File: src/rtl/kgp_pkg.sv
// Shared widths and the result-queue entry layout for the execute/writeback path.
package kgp_pkg;
    localparam int DATA_W = 32;
    localparam int REG_AW = 5;
    localparam logic [REG_AW-1:0] REG_ZERO = '0;

    typedef struct packed {
        logic [DATA_W-1:0] result;
        logic [REG_AW-1:0] rd;
        logic              wen;
        logic              zero;
        logic              sign;
    } rq_entry_t;

    // Flags are captured once at push so the drain side never re-examines data.
    function automatic rq_entry_t mk_entry(input logic [DATA_W-1:0] res,
                                           input logic [REG_AW-1:0] rd,
                                           input logic              wen);
        rq_entry_t e;
        e.result = res;
        e.rd     = rd;
        e.wen    = wen && (rd != REG_ZERO);
        e.zero   = (res == '0);
        e.sign   = res[DATA_W-1];
        return e;
    endfunction
endpackage

File: src/rtl/exu_hazard_cmp.sv
// One queue entry's destination compared against both fetch-stage sources.
module exu_hazard_cmp
    import kgp_pkg::*;
(
    input  logic              valid_i,
    input  logic              wen_i,
    input  logic [REG_AW-1:0] rd_i,
    input  logic [REG_AW-1:0] rs_i,
    input  logic [REG_AW-1:0] rt_i,
    output logic              hit_o
);
    assign hit_o = valid_i && wen_i && (rd_i != REG_ZERO) &&
                   ((rd_i == rs_i) || (rd_i == rt_i));
endmodule

File: src/rtl/exu_result_queue.sv
// In-order ALU result buffer feeding the register-file write port, with
// source-register hazard detection against all pending writes.
module exu_result_queue
    import kgp_pkg::*;
#(
    parameter int DEPTH = 4
) (
    input  logic                       clk,
    input  logic                       rst,
    input  logic                       flush,
    input  logic                       in_valid,
    output logic                       in_ready,
    input  logic [DATA_W-1:0]          in_result,
    input  logic [REG_AW-1:0]          in_rd,
    input  logic                       in_wen,
    output logic                       out_valid,
    input  logic                       out_ready,
    output logic [DATA_W-1:0]          out_result,
    output logic [REG_AW-1:0]          out_rd,
    output logic                       out_wen,
    output logic                       out_zero,
    output logic                       out_sign,
    input  logic [REG_AW-1:0]          rs_idx,
    input  logic [REG_AW-1:0]          rt_idx,
    output logic                       hazard,
    output logic [$clog2(DEPTH):0]     count
);
    localparam int PW = $clog2(DEPTH);
    localparam int CW = PW + 1;
    localparam logic [CW-1:0] FULL_CNT = CW'(DEPTH);

    rq_entry_t       entry_q [DEPTH];
    logic [DEPTH-1:0] vld_q;
    logic [PW-1:0]   head_q, head_d, tail_q, tail_d;
    logic [CW-1:0]   count_q, count_d;
    logic            push, pop;
    rq_entry_t       head_e;

    assign in_ready  = (count_q != FULL_CNT);
    assign out_valid = (count_q != '0);
    // Flush wins: a push presented alongside it is dropped.
    assign push      = in_valid && in_ready && !flush;
    assign pop       = out_valid && out_ready;
    assign count     = count_q;

    always_comb begin
        head_d  = head_q;
        tail_d  = tail_q;
        count_d = count_q;
        if (flush) begin
            head_d  = '0;
            tail_d  = '0;
            count_d = '0;
        end else begin
            if (push) tail_d = tail_q + PW'(1);
            if (pop)  head_d = head_q + PW'(1);
            if (push && !pop)      count_d = count_q + CW'(1);
            else if (pop && !push) count_d = count_q - CW'(1);
        end
    end

    always_ff @(posedge clk or negedge rst) begin
        if (!rst) begin
            head_q  <= '0;
            tail_q  <= '0;
            count_q <= '0;
            vld_q   <= '0;
            for (int i = 0; i < DEPTH; i++) entry_q[i] <= '0;
        end else begin
            head_q  <= head_d;
            tail_q  <= tail_d;
            count_q <= count_d;
            if (flush) begin
                vld_q <= '0;
            end else begin
                // Push and pop never target the same slot: push needs room, pop needs data.
                if (pop) vld_q[head_q] <= 1'b0;
                if (push) begin
                    vld_q[tail_q]   <= 1'b1;
                    entry_q[tail_q] <= mk_entry(in_result, in_rd, in_wen);
                end
            end
        end
    end

    assign head_e     = entry_q[head_q];
    assign out_result = out_valid ? head_e.result : '0;
    assign out_rd     = out_valid ? head_e.rd     : '0;
    assign out_wen    = out_valid && head_e.wen;
    assign out_zero   = out_valid && head_e.zero;
    assign out_sign   = out_valid && head_e.sign;

    logic [DEPTH-1:0] hit;
    for (genvar g = 0; g < DEPTH; g++) begin : g_cmp
        exu_hazard_cmp u_cmp (
            .valid_i (vld_q[g]),
            .wen_i   (entry_q[g].wen),
            .rd_i    (entry_q[g].rd),
            .rs_i    (rs_idx),
            .rt_i    (rt_idx),
            .hit_o   (hit[g])
        );
    end
    assign hazard = |hit;
endmodule
File: config.mk
export PLATFORM = sky130hd
export DESIGN_NAME = exu_result_queue
export DESIGN_NICKNAME = d
export VERILOG_FILES = /design/src/rtl/kgp_pkg.sv /design/src/rtl/exu_hazard_cmp.sv /design/src/rtl/exu_result_queue.sv
export SDC_FILE = /design/constraint.sdc
export NUM_CORES = 1
export LEC_CHECK = 0
export BUFFER_PORTS_ARGS = -buffer_cell sky130_fd_sc_hd__buf_2
export CORE_UTILIZATION = 30
export CTS_CLUSTER_SIZE = 24
export DETAILED_ROUTE_END_ITERATION = 10
export SLEW_MARGIN = 25
export SYNTH_ARGS = -nofsm -noshare
export SYNTH_HDL_FRONTEND = slang
export SYNTH_SLANG_ARGS = --single-unit
File: constraint.sdc
create_clock -name clk -period 4.6 [get_ports clk]
set_clock_uncertainty 0.15 [all_clocks]
set_input_delay 0.46 -clock clk [delete_from_list [all_inputs] [get_ports clk]]
set_output_delay 0.46 -clock clk [all_outputs]
set_load 0.02 [all_outputs]
==> results of run 1 <==
[layout by cell type, fill, tap and decap left out, types with 2 or more instances in the layout]
cell type     n
a21oi_1       2
nand3b_1      4
nor2_1        9
nor2b_1      41
nand2_1      22
buf_4         2
or4_1         5
clkbuf_16    17
bufinv_16     5
o21ai_0       5
nand2_8       4
xnor2_1      45
buf_12        2
nand4_1       3
clkinv_4      2
inv_1         8
mux4_2       39
ha_1          8
nand3_1       9
buf_2        97
mux2_2        4
o2111ai_1     4
nor4_1        8
dfrtp_1     165
clkinvlp_4    2
dfrtp_2       2
mux2_4      148
clkbuf_8      3
clkbuf_1      2
o22ai_1       5
[cells by family after synthesis]
group / share of synthesized area (%)
AO/OA/AOI/OAI: 1.29
XOR/XNOR: 4.33
adder cells (fa/ha/maj): 1.32
buffers and inverters: 5.07
flip-flops: 45.9
multiplexers: 34.7
AND/OR/NAND/NOR: 7.42
[power by group]
group	switching (mW)	internal (mW)
registers	0.581	2.11
clock network	0.611	1.01
logic	1.28	1.80
[state kept, by name (all words and copies together), names as in the netlist]
register / flops
vld_q: 4
tail_q: 2
head_q: 2
count: 3
entry_q: 156
[cell type report]
class                      count  share of cell area, %
inverter                       8                  0.289
clock buffer                  22                   4.56
multi-input combinational    374                   43.0
sequential                   167                   40.2
timing repair buffer         103                   5.40
tap                          390                   4.69
clock inverter                10                   1.84
[routing by layer]
metal / wire length (um) / vias up / global-route usage, % / part of all wire [%]
met4: 151 / 0 / 3.44 / 0.72
met1: 10200 / 2549 / 20.6 / 49
met2: 9760 / 113 / 22.3 / 47
met5: 0 / - / 0 / 0
met3: 841 / 13 / 2.89 / 4.0
li1: - / 2283 / - / -
[final timing paths]
path	cells after the start	endpoint	slack, ns	startpoint
max	4	out_zero	1.49	head_q[0]
min in group asynchronous	2	entry_q[44]	0.51	rst
max reg2reg	9	count[2]	1.96	count[2]
min	2	entry_q[3]	0.18	in_rd[0]
min reg2reg	1	entry_q[48]	0.35	entry_q[48]
max in group asynchronous	3	entry_q[101]	2.88	rst
[metrics by stage]
stage	worst slack [ns]	total power [mW]
final	1.49	7.40
after global placement	1.89	5.80
after global routing	1.30	7.85
after floorplan	2.05	5.00
after detailed placement	1.85	5.83
after CTS	1.38	7.50
==> reports/results.ini, run 1 <==
[status]
outcome=finished, final reports clean

[worst_setup_path]
worstPathArrival_ns=2.50
start_kind=flop
endpoint_kind=output pin
crit_type=reg2out
crit_required_ns=3.99
cp_cell_sequence=buf_12, mux4_2, nor2b_1, buf_2
crit_path_max_incr_delay_ns=0.86
worstPathMaxFanout=25
crit_buf_inv=2
cp_top_family=flip-flops
crit_slowest_cell=dfrtp_2

[grt]
antenna_found_initial=0
globalRoute.totalOverflow=0
gr-usage-all-layers_pct=14.4
grt_pass1_wl_mm=33.6
grt_max_degree=85
grt_pass1_vias=5397

[clock_network]
htree_levels=4
clkTransAtPathRegs_ns=0.07
cts.sinks=167
cts_setup_buffers=0
cts_max_path_buffers=2
cts_buffers=17
clkLatencyLatePin_ns=0.43
tritoncts=built
cts_resized=0
root_buffer=clkbuf_16
hold_buffers=1

[logic_synthesis]
synth_area_per_cell_um2=15.4
yosysTopAreaCellShare_pct=45.9
synth_largest_area_cell=dfrtp_1
synth.area.top_cells=dfrtp_1 (46%), mux2_4 (24%), mux4_2 (9.6%), xnor2_1 (4.3%), buf_12 (3.5%)
synthCells=592
yosysWarnings=0
ys_seq_elements=167
synth_nets=654
synthTopCellsByCount=dfrtp_1 (167), mux2_4 (148), xnor2_1 (45)
synth-async-reset-ratio_pct=100
synth_most_common_cell=dfrtp_1
yosysUniqueCellTypes=33
synth_flop_cell=dfrtp_1
ys_seq_area_share_pct=45.9
synth_edf_count=0
synthesis.area_um2=9100

[power]
powerDensity_nw_per_um2=712
peakVddDrop_mv=0.290
power.leakage_nw=4.94

[timing]
finalSetupViolCount=0
fin_crit_ns=3.11
slew-limit-headroom_pct=44.3
drv_slew=0
fin_hold_ws_ns=0.175
rsz0062_at_grt=false
fmax_mhz=322
worst_pin_slew_ns=0.835
period_share_pct=67.6
tns_ns=0
hold_viol_final=0

[placed_design]
io_buffers=98
place_congestion=0.784
placed_cells=1041
post-dp-hpwl_mm=13.0
dpl-instance-area_um2=9720

[final_layout]
regArea_um2=4180
num-fill-cells=2864
n_antenna_cell=0
area_growth_pct=14.2
layoutNonFillerInstCount=1074
final_util_pct=35.0
drive_above_1_share_pct=48.5
finish.instance_area_um2=10400
fin_nets=733
multiInputGateArea_um2=4470

[route]
avgViaCountPerCell=4.62
drc_errors=0
ant_nets=0
first_pass_iters=4
drt-total-wl_mm=21.0
dr.first_iter.drc_count=339
wl_per_cell_um=19.5
vias=4958

[flow_run]
max_cap_violations=0

[floorplan]
fp.dieW_um=176
core_um2=29700
die-area_um2=31000
rows=63
start_util_pct=30.6
fp.dieH_um=176
ios=99

[min_path]
hold_path_class=in2reg

Power figures use the tool's default switching activity.
==> run 2, diff against run 1 <==
clock period = 2.95 ns   (was 4.6 ns; I/O delays follow)
==> reports/results.ini, run 2 (synthesis results as in run 1) <==
[status]
outcome=finished, final reports clean

[clock_network]
cts_buffers=17
root_buffer=clkbuf_16
tritoncts=built
cts_max_path_buffers=2
cts_resized=0
clkTransAtPathRegs_ns=0.07
htree_levels=4
clkLatencyLatePin_ns=0.43
cts.sinks=167

[worst_setup_path]
endpoint_kind=flop
worstPathArrival_ns=2.74
cp_cell_sequence=or3b_4, nand2_1, nor3_1, fa_1, nor3b_1, a21oi_1, o22ai_1, a221oi_1, nor2_1
crit_type=reg2reg
crit_start=count[2]
cp_top_family=simple AND/OR/NAND/NOR gates
worstPathMaxFanout=7
crit_slowest_cell=dfrtp_1
crit_path_max_incr_delay_ns=0.49
crit_buf_inv=0
rr_startpoint=count[2]
crit_required_ns=3.11
start_kind=flop

[route]
first_pass_iters=4
ant_nets=0
dr.first_iter.drc_count=259
vias=5078
wl_per_cell_um=19.0
avgViaCountPerCell=4.63
drt-total-wl_mm=20.8
drc_errors=0

[floorplan]
fp.dieH_um=176
die-area_um2=31000
fp.dieW_um=176
rows=63
core_um2=29700
ios=99
start_util_pct=30.6

[final_layout]
area_growth_pct=15.7
final_util_pct=35.4
num-fill-cells=2851
final_common_cell=dfrtp_1
regArea_um2=4180
drive_above_1_share_pct=48.1
largest_reg_flops=156
layout_common_cells=dfrtp_1 (165), mux2_4 (148), buf_2 (97)
top_register=entry_q
fin_nets=754
multiInputGateArea_um2=4470

[min_path]
min_from=in_result[10]
hold_path_class=in2reg

[power]
powerDensity_nw_per_um2=1070
power.leakage_nw=4.99
peakVddDrop_mv=0.458

[timing]
rsz0062_at_grt=false
finalSetupViolCount=0
fmax_mhz=389
tns_ns=0
fin_crit_ns=2.57
period_share_pct=87.2
drv_slew=0
hold_viol_final=0
worst_pin_slew_ns=0.575
slew-limit-headroom_pct=61.7

[flow_run]
max_cap_violations=0

[placed_design]
place_congestion=0.828
post-dp-hpwl_mm=13.0
io_buffers=98

[grt]
grt_max_degree=55
globalRoute.totalOverflow=0
grt_pass1_wl_mm=33.5
gr-usage-all-layers_pct=14.4
antenna_found_initial=1
grt_pass1_vias=5581

[run 2: final timing paths]
path / endpoint / slack [ns] / cells after the start
max: count[2] / 0.38 / 9
min: entry_q[138] / 0.02 / 2
max reg2reg: count[2] / 0.38 / 9
min reg2reg: entry_q[61] / 0.36 / 1
max in group asynchronous: entry_q[150] / 1.74 / 3
min in group asynchronous: entry_q[85] / 0.23 / 2
[run 2: area by class of cell]
| type | count | area share [%] |
|---|---|---|
| antenna | 1 | 0.0238 |
| clock buffer | 18 | 4.08 |
| clock inverter | 14 | 1.41 |
| inverter | 8 | 0.285 |
| multi-input combinational | 374 | 42.4 |
| sequential | 167 | 39.7 |
| tap | 390 | 4.63 |
| timing repair buffer | 124 | 7.43 |
[run 2: stage by stage]
stage | hold slack [ns] | worst slack [ns] | total power [mW] | area (um^2) | instances
detailed placement | 0.124 | 0.399 | 9.12 | 9790 | 1047
finish | 0.0176 | 0.377 | 11.3 | 10500 | 1096
global placement | 0.125 | 0.456 | 9.05 | 9790 | 1047
global route | 0.00257 | 0.247 | 12.0 | 10500 | 1096
CTS | 0.000207 | 0.387 | 11.4 | 10500 | 1095
floorplan | -0.151 | 0.395 | 7.80 | 9100 | 592
[run 2: report_power, final]
part | leakage [nW] | total, mW | internal [mW] | switching (mW)
registers | 2.11 | 4.05 | 3.29 | 0.766
logic | 2.61 | 5.00 | 2.86 | 2.14
clock network | 0.273 | 2.24 | 1.25 | 0.983
total | 4.99 | 11.3 | 7.40 | 3.89
[run 2: timing repair]
item                                   in CTS  in global routing
endpoints found under the hold margin      78                  0
hold buffers                               16                  0
buffers inserted                            0                  0
setup endpoints to repair                   0                  0
[run 2: metal layers]
metal,routed length [um],vias to the layer above,global-route usage [%]
li1,-,2319,-
met1,9880,2659,19.5
met2,9900,84,22.7
met3,791,16,3.47
met4,270,0,4.02
met5,0,-,0
